**config.mk**
```make
export PLATFORM = sky130hd
export DESIGN_NAME = dn_write_pacer_flat
export DESIGN_NICKNAME = d
export VERILOG_FILES = /design/src/rtl/dn_write_pacer_if.sv /design/src/rtl/dn_write_pacer.sv /design/src/flat_wrapper.sv
export SDC_FILE = /design/constraint.sdc
export NUM_CORES = 1
export LEC_CHECK = 0
export BUFFER_PORTS_ARGS = -buffer_cell sky130_fd_sc_hd__buf_2
export CORE_ASPECT_RATIO = 1.2
export CORE_MARGIN = 4
export CORE_UTILIZATION = 56
export CTS_CLUSTER_DIAMETER = 50
export CTS_CLUSTER_SIZE = 12
export DETAILED_ROUTE_END_ITERATION = 8
export HOLD_SLACK_MARGIN = 0.02
export PLACE_DENSITY = 0.9
export SYNTH_ARGS = -nofsm -noshare
export SYNTH_HDL_FRONTEND = slang
export SYNTH_SLANG_ARGS = --single-unit
export TNS_END_PERCENT = 10
```
**constraint.sdc**
```tcl
create_clock -name clk_sys -period 2.9 [get_ports clk_sys]
set_clock_uncertainty 0.05 [all_clocks]
set_input_delay 0.29 -clock clk_sys [delete_from_list [all_inputs] [get_ports clk_sys]]
set_output_delay 0.29 -clock clk_sys [all_outputs]
set_load 0.02 [all_outputs]
```
**src/rtl/dn_write_pacer_if.sv**
```systemverilog
// rtl/dn_write_pacer_if.sv - host loader and downstream write signals of dn_write_pacer
//
// Purpose: bundles the host download port (ioctl_*), the write-slot enable
// ce_2 and the downstream system write port (dn_*) into one interface.
// Modports:
//   master - host/system side: drives ce_2 and ioctl_*, observes ioctl_wait and dn_*
//   slave  - pacer side: observes ce_2 and ioctl_*, drives ioctl_wait and dn_*
interface dn_write_pacer_if;
    logic        ce_2;
    logic        ioctl_download;
    logic        ioctl_wr;
    logic [24:0] ioctl_addr;
    logic [7:0]  ioctl_dout;
    logic [7:0]  ioctl_index;
    logic        ioctl_wait;
    logic [16:0] dn_addr;
    logic [7:0]  dn_data;
    logic        dn_wr;
    logic [7:0]  dn_index;
    logic        dn_busy;
    logic [16:0] dn_count;
    logic        dn_error;

    modport master (
        output ce_2, ioctl_download, ioctl_wr, ioctl_addr, ioctl_dout, ioctl_index,
        input  ioctl_wait, dn_addr, dn_data, dn_wr, dn_index, dn_busy, dn_count, dn_error
    );

    modport slave (
        input  ce_2, ioctl_download, ioctl_wr, ioctl_addr, ioctl_dout, ioctl_index,
        output ioctl_wait, dn_addr, dn_data, dn_wr, dn_index, dn_busy, dn_count, dn_error
    );
endinterface

```
**src/rtl/dn_write_pacer.sv**
```systemverilog
// rtl/dn_write_pacer.sv - paces host download bytes into one-per-slot system writes
//
// Purpose: queues bytes from the host loader in a small FIFO and replays them
// as one-cycle system writes, at most one per ce_2 slot. Keeps dn_busy high
// while loading, while draining and for HOLD_CYCLES cycles afterwards.
// Ports:
//   clk_sys - sole clock, rising edge
//   reset   - asynchronous, active-high
//   bus     - dn_write_pacer_if.slave: ce_2, ioctl_* in; ioctl_wait, dn_* out
// Parameters:
//   DEPTH       - FIFO entries, power of two, >= 2
//   HOLD_CYCLES - cycles dn_busy stays high after the FIFO drains, >= 1
module dn_write_pacer #(
    parameter int DEPTH       = 4,
    parameter int HOLD_CYCLES = 16
) (
    input  logic              clk_sys,
    input  logic              reset,
    dn_write_pacer_if.slave   bus
);

    localparam int AW = $clog2(DEPTH);
    localparam int HW = (HOLD_CYCLES > 1) ? $clog2(HOLD_CYCLES) : 1;

    localparam logic [AW:0]   CNT_FULL  = (AW+1)'(DEPTH);
    localparam logic [AW:0]   CNT_HIWAT = (AW+1)'(DEPTH - 1);
    localparam logic [HW-1:0] HOLD_LAST = HW'(HOLD_CYCLES - 1);

    typedef enum logic [1:0] {
        ST_IDLE,
        ST_LOAD,
        ST_DRAIN,
        ST_HOLD
    } state_t;

    state_t state_q;
    state_t state_d;

    logic [24:0]   mem [DEPTH];
    logic [AW-1:0] wr_ptr_q;
    logic [AW-1:0] rd_ptr_q;
    logic [AW:0]   count_q;
    logic [AW:0]   count_d;
    logic [HW-1:0] hold_q;

    logic          dl_q;
    logic          wait_q;
    logic          dn_wr_q;
    logic [16:0]   dn_addr_q;
    logic [7:0]    dn_data_q;
    logic [7:0]    dn_index_q;
    logic [16:0]   dn_count_q;
    logic          dn_error_q;

    logic dl_rise;
    logic push_req;
    logic addr_bad;
    logic fifo_full;
    logic push;
    logic drop;
    logic pop;
    logic wait_d;

    // A new download may start from any state; it re-latches the index and
    // restarts the per-download statistics but keeps anything still queued.
    assign dl_rise   = bus.ioctl_download & ~dl_q;
    assign push_req  = bus.ioctl_wr & bus.ioctl_download;
    assign addr_bad  = |bus.ioctl_addr[24:17];
    assign fifo_full = (count_q == CNT_FULL);
    assign push      = push_req & ~addr_bad & ~fifo_full;
    assign drop      = push_req & (addr_bad | fifo_full);
    assign pop       = bus.ce_2 & (count_q != '0);

    always_comb begin
        count_d = count_q;
        case ({push, pop})
            2'b10:   count_d = count_q + 1'b1;
            2'b01:   count_d = count_q - 1'b1;
            default: count_d = count_q;
        endcase
    end

    always_comb begin
        state_d = state_q;
        case (state_q)
            ST_IDLE: begin
                if (dl_rise) state_d = ST_LOAD;
            end
            ST_LOAD: begin
                if (!bus.ioctl_download) state_d = ST_DRAIN;
            end
            ST_DRAIN: begin
                // An empty FIFO means no pop can be issued this cycle, so the
                // last write (if any) is already on dn_wr and hold can start.
                if (dl_rise)              state_d = ST_LOAD;
                else if (count_q == '0)   state_d = ST_HOLD;
            end
            ST_HOLD: begin
                if (dl_rise)                state_d = ST_LOAD;
                else if (hold_q == HOLD_LAST) state_d = ST_IDLE;
            end
            default: state_d = ST_IDLE;
        endcase
    end

    // Back-pressure is computed from next-cycle occupancy and state so the
    // registered flag lines up with the FIFO and FSM it describes.
    assign wait_d = (count_d >= CNT_HIWAT) || (state_d == ST_DRAIN) || (state_d == ST_HOLD);

    always_ff @(posedge clk_sys or posedge reset) begin
        if (reset) begin
            state_q <= ST_IDLE;
        end else begin
            state_q <= state_d;
        end
    end

    // Storage needs no reset: occupancy and pointers define what is valid.
    always_ff @(posedge clk_sys) begin
        if (push) begin
            mem[wr_ptr_q] <= {bus.ioctl_addr[16:0], bus.ioctl_dout};
        end
    end

    always_ff @(posedge clk_sys or posedge reset) begin
        if (reset) begin
            dl_q       <= 1'b0;
            wr_ptr_q   <= '0;
            rd_ptr_q   <= '0;
            count_q    <= '0;
            hold_q     <= '0;
            wait_q     <= 1'b0;
            dn_wr_q    <= 1'b0;
            dn_addr_q  <= '0;
            dn_data_q  <= '0;
            dn_index_q <= '0;
            dn_count_q <= '0;
            dn_error_q <= 1'b0;
        end else begin
            dl_q    <= bus.ioctl_download;
            count_q <= count_d;
            wait_q  <= wait_d;
            dn_wr_q <= pop;

            if (push) wr_ptr_q <= wr_ptr_q + 1'b1;

            if (pop) begin
                rd_ptr_q  <= rd_ptr_q + 1'b1;
                dn_addr_q <= mem[rd_ptr_q][24:8];
                dn_data_q <= mem[rd_ptr_q][7:0];
            end

            if (state_q == ST_HOLD && state_d == ST_HOLD) hold_q <= hold_q + 1'b1;
            else                                          hold_q <= '0;

            if (dl_rise) dn_index_q <= bus.ioctl_index;

            // The count tracks dn_wr as it becomes visible; a pop in the
            // start cycle belongs to the new download.
            if (dl_rise)                               dn_count_q <= {16'b0, pop};
            else if (pop && dn_count_q != 17'h1FFFF)   dn_count_q <= dn_count_q + 17'd1;

            // A drop in the start cycle is a byte of the new download, so it
            // must survive the clear.
            dn_error_q <= (dn_error_q & ~dl_rise) | drop;
        end
    end

    assign bus.ioctl_wait = wait_q;
    assign bus.dn_wr      = dn_wr_q;
    assign bus.dn_addr    = dn_addr_q;
    assign bus.dn_data    = dn_data_q;
    assign bus.dn_index   = dn_index_q;
    assign bus.dn_count   = dn_count_q;
    assign bus.dn_error   = dn_error_q;
    assign bus.dn_busy    = (state_q != ST_IDLE);

endmodule

```
**src/flat_wrapper.sv**
```systemverilog
// flat-port wrapper written by rule: the top's interface ports become plain ports
module dn_write_pacer_flat 
#(
    parameter int DEPTH       = 4,
    parameter int HOLD_CYCLES = 16
)
  (clk_sys, reset, bus_ce_2, bus_ioctl_download, bus_ioctl_wr, bus_ioctl_addr, bus_ioctl_dout, bus_ioctl_index, bus_ioctl_wait, bus_dn_addr, bus_dn_data, bus_dn_wr, bus_dn_index, bus_dn_busy, bus_dn_count, bus_dn_error);
  dn_write_pacer_if bus_i ();
  input  logic clk_sys;
  input  logic reset;
  input wire logic [$bits(bus_i.ce_2)-1:0] bus_ce_2;
  input wire logic [$bits(bus_i.ioctl_download)-1:0] bus_ioctl_download;
  input wire logic [$bits(bus_i.ioctl_wr)-1:0] bus_ioctl_wr;
  input wire logic [$bits(bus_i.ioctl_addr)-1:0] bus_ioctl_addr;
  input wire logic [$bits(bus_i.ioctl_dout)-1:0] bus_ioctl_dout;
  input wire logic [$bits(bus_i.ioctl_index)-1:0] bus_ioctl_index;
  output wire logic [$bits(bus_i.ioctl_wait)-1:0] bus_ioctl_wait;
  output wire logic [$bits(bus_i.dn_addr)-1:0] bus_dn_addr;
  output wire logic [$bits(bus_i.dn_data)-1:0] bus_dn_data;
  output wire logic [$bits(bus_i.dn_wr)-1:0] bus_dn_wr;
  output wire logic [$bits(bus_i.dn_index)-1:0] bus_dn_index;
  output wire logic [$bits(bus_i.dn_busy)-1:0] bus_dn_busy;
  output wire logic [$bits(bus_i.dn_count)-1:0] bus_dn_count;
  output wire logic [$bits(bus_i.dn_error)-1:0] bus_dn_error;
  assign bus_i.ce_2 = bus_ce_2;
  assign bus_i.ioctl_download = bus_ioctl_download;
  assign bus_i.ioctl_wr = bus_ioctl_wr;
  assign bus_i.ioctl_addr = bus_ioctl_addr;
  assign bus_i.ioctl_dout = bus_ioctl_dout;
  assign bus_i.ioctl_index = bus_ioctl_index;
  assign bus_ioctl_wait = bus_i.ioctl_wait;
  assign bus_dn_addr = bus_i.dn_addr;
  assign bus_dn_data = bus_i.dn_data;
  assign bus_dn_wr = bus_i.dn_wr;
  assign bus_dn_index = bus_i.dn_index;
  assign bus_dn_busy = bus_i.dn_busy;
  assign bus_dn_count = bus_i.dn_count;
  assign bus_dn_error = bus_i.dn_error;
  dn_write_pacer #(.DEPTH(DEPTH), .HOLD_CYCLES(HOLD_CYCLES)) u_core (.clk_sys(clk_sys), .reset(reset), .bus(bus_i));
endmodule
```
== Yosys cells after proc, flatten, opt, wreduce, memory -nomap -nowiden ==
Memories as Yosys holds them, arrays and structs flattened. A register that Yosys moved wholly into a read port is not among the register bits.
Cells that the tools add are included.

* Register bits after elaboration: 42
* Bits in writable memories: 100
* Input port bits: 46
* Output and inout bits: 54
* Word-level logic and storage cells: 65
* Memories: 1

{| class="wikitable"
|+ Memory list
! memory !! depth !! width !! read ports !! clocked after Yosys merged registers in !! write ports !! line !! text
|-
| u_core.mem || 4 || 25 || 1 || 1 || 1 || dn_write_pacer.sv:39 || <nowiki>logic [24:0] mem [DEPTH];</nowiki>
|}

* Add/subtract/negate cells: 6
* Magnitude comparators: 1
* Eq/ne operators: 10
* Muxes and demuxes: 13
* Bitwise operators: 13
* Reductions and logical operators: 10

{| class="wikitable"
|+ Operators with widths
! cell !! number
|-
| $mux 17 || 2
|-
| $add 17x1->17 const B || 1
|-
| $ne 17x17->1 const B || 1
|-
| $mux 2 || 6
|-
| $eq 2x2->1 const B || 5
|-
| $pmux 2 s4 || 1
|-
| $reduce_or 8->1 || 1
|-
| $and 1x1->1 || 7
|-
| $pmux 3 s2 || 1
|-
| $add 2x1->2 const B || 2
|-
| $add 4x1->4 const B || 1
|-
| $eq 2x1->1 const B || 2
|-
| $eq 4x4->1 const B || 1
|-
| $mux 4 || 1
|-
| $not 1->1 || 4
|-
| $reduce_bool 2->1 || 2
|-
| $add 3x1->3 const B || 1
|-
| $eq 3x3->1 const B || 1
|-
| $ge 3x2->1 const B || 1
|-
| $logic_not 3->1 || 1
|-
| $reduce_bool 3->1 || 1
|-
| $sub 3x1->3 const B || 1
|-
| $logic_and 1x1->1 || 2
|-
| $logic_not 2->1 || 1
|-
| 3 further kinds || 6
|}

== Depth between registers and ports, before layout ==
Gate-level depths: netlist of run 1.

* Word-level depth: 9
* Gate-level depth with buffers: 10
* Gate-level depth less buffers: 10

== Worst setup path before layout of run 1 ==
OpenSTA, ideal clock, no wires.

* Path kind: register -> register
* From: reg u_core.count_q[0]
* To: reg u_core.wait_q, in the netlist u_core.bus.ioctl_wait
* Setup time: 124 ps
* Arrival: 2447 ps
* Required time: 2726 ps
* Path slack: 279 ps
* Cell stages (with the launch flop): 11
* Buffers on the path: 2
* Clock period less this slack: 2621 ps
* Cell sequence: dfrtp_1 -> o31ai_1 -> inv_2 -> buf_2 -> buf_1 -> ha_1 -> fa_1 -> xnor2_1 -> nor2_1 -> xnor2_1 -> a211o_1

* Elaborated cells between the ends (all ways): 19
* Those cells by class: 2 x add/sub; 1 x order compare; 5 x eq/ne; 4 x mux; 3 x bitwise; 4 x reduce/logical

{| class="wikitable"
|+ RTL lines
! item !! line !! text
|-
| start, declared || dn_write_pacer.sv:42 || <nowiki>logic [AW:0] count_q;</nowiki>
|-
| start signal, assigned || dn_write_pacer.sv:141 || <nowiki>count_q <= count_d;</nowiki>
|-
| $reduce_bool 3->1 * || dn_write_pacer.sv:72 || <nowiki>assign pop = bus.ce_2 & (count_q != '0);</nowiki>
|-
| $and 1x1->1 * || dn_write_pacer.sv:72 ||
|-
| via u_core.pop || dn_write_pacer.sv:61 || <nowiki>logic pop;</nowiki>
|-
| $eq 2x1->1 / $eq 2x2->1 (equally long branches) || dn_write_pacer.sv:76 || <nowiki>case ({push, pop})</nowiki>
|-
| $pmux 3 s2 * || dn_write_pacer.sv:76 ||
|-
| via u_core.count_d[2] || dn_write_pacer.sv:43 || <nowiki>logic [AW:0] count_d;</nowiki>
|-
| $ge 3x2->1 * || dn_write_pacer.sv:108 || <nowiki>assign wait_d = (count_d >= CNT_HIWAT) || (state_d == ST_DRAIN) || (state_d == ST_HOLD);</nowiki>
|-
| $logic_or 1x1->1 * (2 in a row) || dn_write_pacer.sv:108 ||
|-
| via u_core.wait_d || dn_write_pacer.sv:62 || <nowiki>logic wait_d;</nowiki>
|-
| end signal, assigned || dn_write_pacer.sv:142 || <nowiki>wait_q <= wait_d;</nowiki>
|-
| end, declared || dn_write_pacer.sv:47 || <nowiki>logic wait_q;</nowiki>
|}

Mark *: on every way through the listed nets, which the timed path passes. The rest lies on a longest branch.
A chain may end at the register's enable or synchronous reset.

== Worst setup path after layout of run 1 ==
* From: reg u_core.count_q[2]
* To: reg u_core.wait_q, in the netlist u_core.bus.ioctl_wait

* Word-level cells in the longest chain between the ends: 8
* Elaborated cells between the ends (all ways): 19
* Those cells by class: 2 x add/sub; 1 x order compare; 5 x eq/ne; 4 x mux; 3 x bitwise; 4 x reduce/logical

{| class="wikitable"
|+ Ends and longest elaborated chain
! item !! line !! text
|-
| $eq 3x3->1 || dn_write_pacer.sv:69 || <nowiki>assign fifo_full = (count_q == CNT_FULL);</nowiki>
|-
| $not 1->1 || dn_write_pacer.sv:70 || <nowiki>assign push = push_req & ~addr_bad & ~fifo_full;</nowiki>
|-
| $and 1x1->1 || dn_write_pacer.sv:70 ||
|-
| $eq 2x1->1 / $eq 2x2->1 (equally long branches) || dn_write_pacer.sv:76 ||
|-
| $pmux 3 s2 * || dn_write_pacer.sv:76 ||
|-
| via u_core.count_d[1] || dn_write_pacer.sv:43 ||
|-
| $ge 3x2->1 * || dn_write_pacer.sv:108 ||
|-
| $logic_or 1x1->1 * (2 in a row) || dn_write_pacer.sv:108 ||
|-
| via u_core.wait_d || dn_write_pacer.sv:62 ||
|}

Marked as above.

==> impl_metrics.ini, run 1 <==
[final_layout]
final_area_um2 = 7930
final_nets = 618
fillers = 791
diodes = 0
drive_above_1_share_pct = 31.0
syn_to_final_growth_pct = 20.8
seq_area_um2 = 4680
multi_input_area_um2 = 1780

[clocking]
cts.htree.levels = 4
cts.sinks = 167
cts.clk_slew.worst_paths_ps = 60
cts_resized = 0
clockBufferDepth = 2
cts_tree = yes
cts_buffers = 17
cts_setup_buffers = 0
clkLatencyLatePin_ps = 410
cts-root-buf = clkbuf_16

[timing]
finalSetupTns_ps = 0
slew_headroom_pct = 61.7
clock.fmax_mhz = 423
worst_slew_pin_slew_ps = 575
finalCriticalPeriod_ps = 2370
setup_viol = 0
finalMaxSlewViolations = 0
hold_viol = 0
rsz0062_at_grt = false
fin_crit_sh_pct = 81.6
timing.hold.ws_ps = 42.0

[worst_setup_path]
cp-start-kind = flip-flop
crit_type = reg2reg
worst_path_most_repeated_cell = inv_1
crit_fanout = 3
path_delay_family = adder cells
reg2reg_from = u_core.count_q[2]$_DFF_PP0_
cpPeakStageDelay_ps = 420
path_buf_inv = 2
crit_required_ps = 3140
rr_worst_depth = 8
crit_path_top_delay_cell = dfrtp_1
path_cells = inv_1 -> o311ai_1 -> nor2_1 -> inv_1 -> ha_1 -> fa_1 -> mux2_2 -> a211o_1
endpoint_kind = flip-flop
ff2ff_setup_slack_ps = 530
timing.rr.end = u_core.bus.ioctl_wait$_DFF_PP0_
cp_data_arrival_time_ps = 2610

[route]
drtPass1Iterations = 4
routed_wl_um = 13300
drcViolationCount = 0
ant_nets = 0
vias = 4025
drt_iter0_drc = 318
avgRoutedWirePerCell_um = 18.1
vias_per_cell = 5.50

[grt]
track_usage_pct = 20.8
antenna_found_initial = 0
grt_max_degree = 32
grt_pass1_wl_um = 21400
first_global_vias = 4231
gr-total-overflow = 0

[synthesis]
yosys_register_bits = 167
synth_edf_count = 100
yosys.area.top_type_share_pct = 45.7
ys_seq_area_share_pct = 71.3
synth_area_leaders = edfxtp_1, dfrtp_1, mux4_2
yosysMostFrequentCell = nand2_1
post-synth-top-area-cell = edfxtp_1
avgSynthCellArea_um2 = 14.9
yosysUniqueCellTypes = 45
synth-async-reset-ratio_pct = 40.1
syn-num-nets = 495
yosys-top-cells-count = nand2_1, edfxtp_1, dfrtp_1, mux4_2, nor2_1
synthFlopType = edfxtp_1
synth_cells = 440
synth_area_um2 = 6560
ys_warn_count = 0

[min_path]
min_to = u_core.bus.dn_index[2]$_DFFE_PP0P_
min_delay_path_depth = 3
hp-start = bus_ioctl_index[2]
min-delay-path-class = in2reg

[placed_design]
dpl.hpwl_um = 8620
gp_congestion = 0.820
placed_area_um2 = 7290
port_buffers = 99

[floorplan]
dieWidth_um = 107
dieArea_um2 = 13500
initial_core_util_pct = 57.0
io_pins = 100
fp.coreArea_um2 = 11500
rows = 43
die_h_um = 127

[status]
status = finished, final reports clean

[power_and_ir_drop]
power_density_nw_per_um2 = 858
vdd_drop_max_v = 0.000562
p_leak_nw = 3.31

[job]
cap_violations = 0
registers in the layout (all words and copies together) (netlist names):
name	flops
u_core.bus.dn_wr	1
u_core.bus.dn_index	8
u_core.dl_q	1
u_core.bus.dn_data	8
u_core.bus.dn_addr	17
u_core.bus.dn_count	17
u_core.count_q	3
u_core.wr_ptr_q	2
u_core.hold_q	4
u_core.bus.ioctl_wait	1
u_core.mem	100
u_core.rd_ptr_q	2
u_core.state_q	2
u_core.bus.dn_error	1
through the flow:
stage / power [mW] / cells / util [%] / worst slack, ps
2_1_floorplan: 4.21 / 440 / - / 279
3_3_place_gp: 4.68 / 693 / 63.3 / 390
3_5_place_dp: 4.76 / 693 / 63.3 / 299
4_1_cts: 6.87 / 732 / 68.9 / 503
5_1_grt: 7.16 / 732 / 68.9 / 360
6_report: 6.81 / 732 / 68.9 / 534
routing by layer:
layer	global-route usage, %	share of wire [%]
met3	4.99	6.8
met1	25.6	39
met2	35.9	53
met4	7.45	0.94
met5	0	0
timing repair:
action,CTS,global route
endpoints found under the setup margin,0,0
hold buffers,8,0
hold endpoints to repair,30,0
worst min-delay path: cells and delay by family:
family | cells | cell delay [ps]
buf+inv | 1 | 80
simple gates | 2 | 90
final cells by class:
type / instances / share of cell area (%)
Sequential cell: 167 / 59.0
Multi-Input combinational cell: 246 / 22.5
Timing Repair Buffer: 120 / 8.49
Clock buffer: 21 / 5.81
Tap cell: 157 / 2.48
Clock inverter: 10 / 1.21
Inverter: 11 / 0.521
worst max path at each step:
| stage | start | endpoint | slack (ps) | cells past startpoint |
|---|---|---|---|---|
| 3_5_place_dp | bus_ioctl_addr[18] | u_core.bus.ioctl_wait$_DFF_PP0_ | 300 | 11 |
| 5_1_grt | u_core.bus.dn_count[10]$_DFFE_PP0P_ | u_core.bus.dn_count[15]$_DFFE_PP0P_ | 360 | 8 |
| 3_3_place_gp | bus_ioctl_addr[18] | u_core.bus.ioctl_wait$_DFF_PP0_ | 390 | 11 |
| 6_report | u_core.count_q[2]$_DFF_PP0_ | u_core.bus.ioctl_wait$_DFF_PP0_ | 530 | 8 |
| 2_1_floorplan | u_core.count_q[0]$_DFF_PP0_ | u_core.bus.ioctl_wait$_DFF_PP0_ | 280 | 10 |
| 4_1_cts | u_core.count_q[2]$_DFF_PP0_ | u_core.bus.ioctl_wait$_DFF_PP0_ | 500 | 8 |
where the power goes:
group / switching (mW) / internal [mW]
logic: 0.954 / 0.712
registers: 0.259 / 2.79
clock network: 0.863 / 1.23
total: 2.08 / 4.73
cell usage in the layout, fill, tap and decap left out, types with 6 or more instances in the layout:
cell	n
dfrtp_1	66
o21ai_0	6
edfxtp_1	100
buf_2	99
inv_1	9
a21oi_1	11
xnor2_1	8
mux4_2	25
nor2_1	17
ha_1	8
nand2_1	112
clkbuf_16	17
dlygate4sd3_1	8
buf_4	13
and2_1	6
cells by family (layout without fill, tap and decap cells):
kind of cell | after synthesis | count (layout) | share of synthesized area [%]
and+or+nand+nor | 166 | 166 | 11.4
AOI/OAI and AO/OA | 31 | 31 | 3.03
xor gates and xnor gates | 13 | 13 | 1.73
DFF | 167 | 167 | 71.3
adders and majority gates | 9 | 9 | 1.83
muxes | 27 | 27 | 8.92
buffers and inverters | 27 | 162 | 1.77
Note: power is estimated with default switching activity, not from simulation.
==> inputs of run 2 (changes only) <==
ABC_AREA = 1   (was not set)
CORE_UTILIZATION = 51   (was 56)
PLACE_DENSITY = 0.86   (was 0.9)
clock period = 2.1 ns   (was 2.9 ns; I/O delays follow)
==> impl_metrics.ini, run 2 <==
[min_path]
min-delay-path-class = in2reg

[floorplan]
rows = 46
die_h_um = 136
dieArea_um2 = 15500
dieWidth_um = 114
io_pins = 100
initial_core_util_pct = 52.3
fp.coreArea_um2 = 13200

[synthesis]
synth-async-reset-ratio_pct = 40.1
synth_compound_area_share_pct = 7.57
yosys-top-cells-count = nor2_1, edfxtp_1, nand2_1, dfrtp_1, o21ai_0
synth_area_leaders = edfxtp_1, dfrtp_1, nor2_1
yosys_register_bits = 167
yosys.area.top_type_share_pct = 43.4
synth_edf_count = 100
synth_area_um2 = 6930
ys_seq_area_share_pct = 67.6
synthXorXnorAreaFrac_pct = 0.632
synthFlopType = edfxtp_1
synth_cells = 629
synthSimpleGateAreaFrac_pct = 17.9
synthMuxAreaShare_pct = 0
post-synth-top-area-cell = edfxtp_1
avgSynthCellArea_um2 = 11.0
synth_adder_area_share_pct = 1.73
yosysUniqueCellTypes = 36
synth_top_family_by_area = simple AND/OR/NAND/NOR gates
yosysMostFrequentCell = nor2_1
ys_warn_count = 0
syn-num-nets = 684

[power_and_ir_drop]
sw_frac_of_total_pct = 34.6
switching_power_mw = 3.54
fin_total_pwr_mw = 10.2
p_seq_share_pct = 40.9
p_int_mw = 6.68
vdd_drop_max_v = 0.000800
power_density_nw_per_um2 = 1170
p_clk_share_pct = 29.2
combPwrFrac_pct = 29.9
p_leak_nw = 3.66

[clocking]
cts-root-buf = clkbuf_16
cts_tree = yes
cts.clk_slew.worst_paths_ps = 60
cts.htree.levels = 4
cts.sinks = 167
clockBufferDepth = 2
cts_buffers = 17
clkLatencyLatePin_ps = 420

[final_layout]
final_area_um2 = 8760
final_nets = 849
final_cell_mix = nor2_1, edfxtp_1, buf_2
regMostFlops = u_core.mem
diodes = 0
layout_commonest_cell = nor2_1
syn_to_final_growth_pct = 26.5
largest_register_ff_count = 100
fillers = 975
drive_above_1_share_pct = 24.4

[grt]
first_global_vias = 5530
antenna_found_initial = 0
grt_pass1_wl_um = 27300
track_usage_pct = 22.8
grt_max_degree = 54
gr-total-overflow = 0

[timing]
worst_slew_pin_slew_ps = 588
hold_viol = 0
timing.hold.ws_ps = 187
finalCriticalPeriod_ps = 1980
setup_viol = 0
clock.fmax_mhz = 506
slew_headroom_pct = 60.8
finalSetupTns_ps = 0
finalMaxSlewViolations = 0
fin_crit_sh_pct = 94.1
setup_slack_ps = 124
rsz0062_at_grt = true

[job]
cap_violations = 0

[placed_design]
placed_area_um2 = 7770
pre_cts_slack_ps = -87.6
dpl.hpwl_um = 9960
gp_congestion = 0.885
port_buffers = 99

[route]
drtPass1Iterations = 7
routed_wl_um = 17000
vias = 5309
ant_nets = 0
avgRoutedWirePerCell_um = 17.4
drt_iter0_drc = 636
drcViolationCount = 0
vias_per_cell = 5.45

[worst_setup_path]
endpoint_kind = flip-flop
crit_path_top_delay_cell = dfrtp_1
crit_required_ps = 2350
cp_data_arrival_time_ps = 2230
path_cells = ha_2 -> nand2_2 -> nor2_2 -> nand2_2 -> nor4_4 -> ha_2 -> nand3b_4 -> buf_4 -> nor2_1 -> o21ai_0 -> nor2_1
path_buf_inv = 1
cpPeakStageDelay_ps = 350
crit_fanout = 4
cp-start-kind = flip-flop
path_delay_family = simple AND/OR/NAND/NOR gates
crit_type = reg2reg

[status]
status = finished, final reports clean
## run 2: cell count changes after synthesis, moves of 11 or more
cell / change
a31oi_1: +24
o21ai_0: +39
mux4_2: -25
nand3_1: +11
nand2_1: -38
nor2_1: +147
inv_1: +23
## run 2: cell type report
type	count	area, um^2	area share [%]
clock inverter	13	130	1.49
sequential	167	4680	53.4
multi-input combinational	398	1980	22.6
timing repair buffer	170	1170	13.3
clock buffer	19	433	4.94
tap	168	210	2.40
inverter	40	160	1.83
## run 2: worst paths after layout
| path | from | endpoint | slack [ps] | depth (start not counted) |
|---|---|---|---|---|
| worst max-delay path | u_core.bus.dn_count[0]$_DFFE_PP0P_ | u_core.bus.dn_count[3]$_DFFE_PP0P_ | 120 | 11 |
| worst min-delay path | bus_ioctl_addr[17] | u_core.bus.dn_error$_DFF_PP0_ | 190 | 7 |
| worst max register to register | u_core.bus.dn_count[0]$_DFFE_PP0P_ | u_core.bus.dn_count[3]$_DFFE_PP0P_ | 120 | 11 |
| worst min register to register | u_core.hold_q[0]$_DFF_PP0_ | u_core.hold_q[0]$_DFF_PP0_ | 410 | 1 |
| max in group asynchronous | reset | u_core.bus.dn_count[11]$_DFFE_PP0P_ | 1030 | 4 |
| min in group asynchronous | reset | u_core.bus.dn_addr[13]$_DFFE_PP0P_ | 340 | 3 |
## run 2: cell families (layout without fill, tap and decap cells)
logic type,Yosys count,in the layout
simple gates,288,288
flops,167,167
compound gates,96,96
buf+inv,64,242
fa+ha+maj,9,9
xor+xnor,5,5
## run 2: worst reg2reg max path, cell delays in order (launching register included)
cell and delay [ps]:
dfrtp_1 350, ha_2 210, nand2_2 70, nor2_2 130
nand2_2 100, nor4_4 170, ha_2 230, nand3b_4 160
buf_4 120, nor2_1 30, o21ai_0 160, nor2_1 70
## run 2: per-layer routing
metal | GRT usage, % | part of all wire (%)
met5 | 0 | 0
met4 | 8.32 | 2.1
met3 | 4.29 | 7.1
met2 | 41.3 | 54
met1 | 26.8 | 37
## run 2: per-stage QoR
stage | instances | utilization, %
2_1_floorplan | 629 | -
5_1_grt | 975 | 66.2
4_1_cts | 972 | 65.7
3_5_place_dp | 904 | 58.7
6_report | 975 | 66.2
3_3_place_gp | 904 | 58.7
## run 2: repair_timing
item	4_1_cts	5_1_grt
endpoints found under the setup margin	1	17
resized for setup	3	10
pin swaps	0	3
hold endpoints to repair	128	0
setup buffers	0	3
hold buffers	36	0
## run 2: power groups by stage
stage / Sequential (mW) / Combinational (mW) / Clock (mW)
after floorplan: 4.53 / 1.67 / 0
after global placement: 4.19 / 2.79 / 0
after detailed placement: 4.21 / 2.91 / 0
after CTS: 4.15 / 3.00 / 3.02
after global routing: 4.22 / 3.37 / 3.18
final: 4.17 / 3.06 / 2.99
==> inputs of run 3 (changes only) <==
RECOVER_POWER = 100   (was not set)
==> impl_metrics.ini, run 3 (synthesis results as in run 2) <==
[status]
status = finished, final reports clean

[route]
routed_wl_um = 17000
met2WireLength_um = 9170
vias = 5296
drcViolationCount = 0
avgRoutedWirePerCell_um = 17.4
top_layer = met4
drtPass1Iterations = 7
drt_iter0_drc = 617
dr_wl_met3_um = 1170
vias_per_cell = 5.43
ant_nets = 0
wl_met1_um = 6340

[timing]
hold_viol = 0
finalMaxSlewViolations = 0
rsz0062_at_grt = true
slew_headroom_pct = 39.3
worst_slew_pin_slew_ps = 910
setup_viol = 0
finalCriticalPeriod_ps = 1980
fin_crit_sh_pct = 94.1
finalSetupTns_ps = 0
clock.fmax_mhz = 506

[grt]
gr-total-overflow = 0
first_global_vias = 5530
grt_pass1_wl_um = 27300
track_usage_pct = 22.8
grt_max_degree = 54
antenna_found_initial = 0

[power_and_ir_drop]
vdd_drop_max_v = 0.000786
p_leak_nw = 3.48
p_clk_share_pct = 29.5
power_density_nw_per_um2 = 1170
p_seq_share_pct = 41.2
p_int_mw = 6.60
switching_power_mw = 3.54
combPwrFrac_pct = 29.3
fin_total_pwr_mw = 10.1
sw_frac_of_total_pct = 34.9

[final_layout]
drive_above_1_share_pct = 16.6
diodes = 0
regMostFlops = u_core.mem
final_cell_mix = nor2_1, edfxtp_1, nand2_1
seq_area_um2 = 4680
layout_commonest_cell = nor2_1
final_area_um2 = 8670
final_nets = 849
fillers = 1005
largest_register_ff_count = 100
fin_cells = 975
syn_to_final_growth_pct = 25.2
multi_input_area_um2 = 1980

[worst_setup_path]
crit_type = reg2reg
path_cells = inv_2 -> nand3_1 -> nand4_2 -> ha_4 -> fa_2 -> a21oi_2 -> o21ai_1 -> xor2_1 -> inv_1 -> nand3_1
cp_data_arrival_time_ps = 2220
crit_required_ps = 2350
ff2ff_setup_slack_ps = 120
crit_fanout = 3
cp-start-kind = flip-flop
cpPeakStageDelay_ps = 390
crit_path_top_delay_cell = dfrtp_1
path_delay_family = adder cells
endpoint_kind = flip-flop
worst_path_most_repeated_cell = nand3_1
path_buf_inv = 2

[floorplan]
fp.coreArea_um2 = 13200
die_h_um = 136
dieWidth_um = 114
dieArea_um2 = 15500
rows = 46
initial_core_util_pct = 52.3
io_pins = 100

[placed_design]
port_buffers = 99
place_inst = 904
dpl.hpwl_um = 9960
gp_congestion = 0.885
placed_area_um2 = 7770

[clocking]
cts.sinks = 167
cts-root-buf = clkbuf_16
clockBufferDepth = 2
cts.clk_slew.worst_paths_ps = 60
cts_tree = yes
cts_buffers = 17
clkLatencyLatePin_ps = 420
cts.htree.levels = 4

[min_path]
min-delay-path-class = in2reg

[job]
cap_violations = 0
-- run 3: cell count changes in the layout (fill, tap and decap cells not counted) --
cell and change:
buf_2 -62, buf_4 -1, inv_2 -1, clkbuf_1 +62, clkbuf_4 +1, inv_1 +1, buf_12 -1, clkbuf_2 +1
-- run 3: final timing paths --
check                      cells after the start                                 end                        start
max                                           10     u_core.bus.ioctl_wait$_DFF_PP0_  u_core.count_q[1]$_DFF_PP0_
min in group asynchronous                      3  u_core.bus.dn_addr[13]$_DFFE_PP0P_                        reset
min                                            7       u_core.bus.dn_error$_DFF_PP0_           bus_ioctl_addr[17]
max reg2reg                                   10     u_core.bus.ioctl_wait$_DFF_PP0_  u_core.count_q[1]$_DFF_PP0_
min reg2reg                                    1          u_core.hold_q[0]$_DFF_PP0_   u_core.hold_q[0]$_DFF_PP0_
max in group asynchronous                      4      u_core.wr_ptr_q[1]$_DFFE_PP0P_                        reset
-- run 3: worst register-to-register path, cell delays in order, from the launching register on --
cell     delay, ps
dfrtp_1        390
inv_2           70
nand3_1        120
nand4_2        170
ha_4           230
fa_2           340
a21oi_2        130
o21ai_1         90
xor2_1         160
inv_1           60
nand3_1         50
-- run 3: layout make-up --
type / count / area share (%)
multi-input combinational: 398 / 22.8
inverter: 40 / 1.85
sequential: 167 / 54.0
timing repair buffer: 170 / 12.4
clock inverter: 13 / 1.50
clock buffer: 19 / 4.99
tap: 168 / 2.42
-- run 3: per-layer routing --
metal,GRT usage [%],vias up
met5,0,-
met4,8.32,0
met3,4.29,37
met2,41.3,266
met1,26.8,2527
li1,-,2466
-- run 3: stage by stage --
step | worst slack [ps] | utilization (%) | hold WS (ps)
floorplan | -234 | - | 191
global placement | 16.2 | 58.7 | 230
detailed placement | -87.6 | 58.7 | 234
CTS | 10.4 | 65.7 | 177
global route | -3.52 | 65.5 | 227
finish | 123 | 65.5 | 190
-- run 3: repair_timing --
action | in CTS | in global routing
resized for setup | 3 | 10
setup buffers | 0 | 3
hold endpoints to repair | 128 | 0
pin swaps | 0 | 3
endpoints found under the setup margin | 1 | 17
hold buffers | 36 | 0
-- run 3: power by group through the flow --
stage	registers (mW)	clock network, mW	logic (mW)
2_1_floorplan	4.53	0	1.67
3_3_place_gp	4.19	0	2.79
3_5_place_dp	4.21	0	2.91
4_1_cts	4.15	3.02	3.00
5_1_grt	4.23	3.18	3.29
6_report	4.18	2.99	2.97
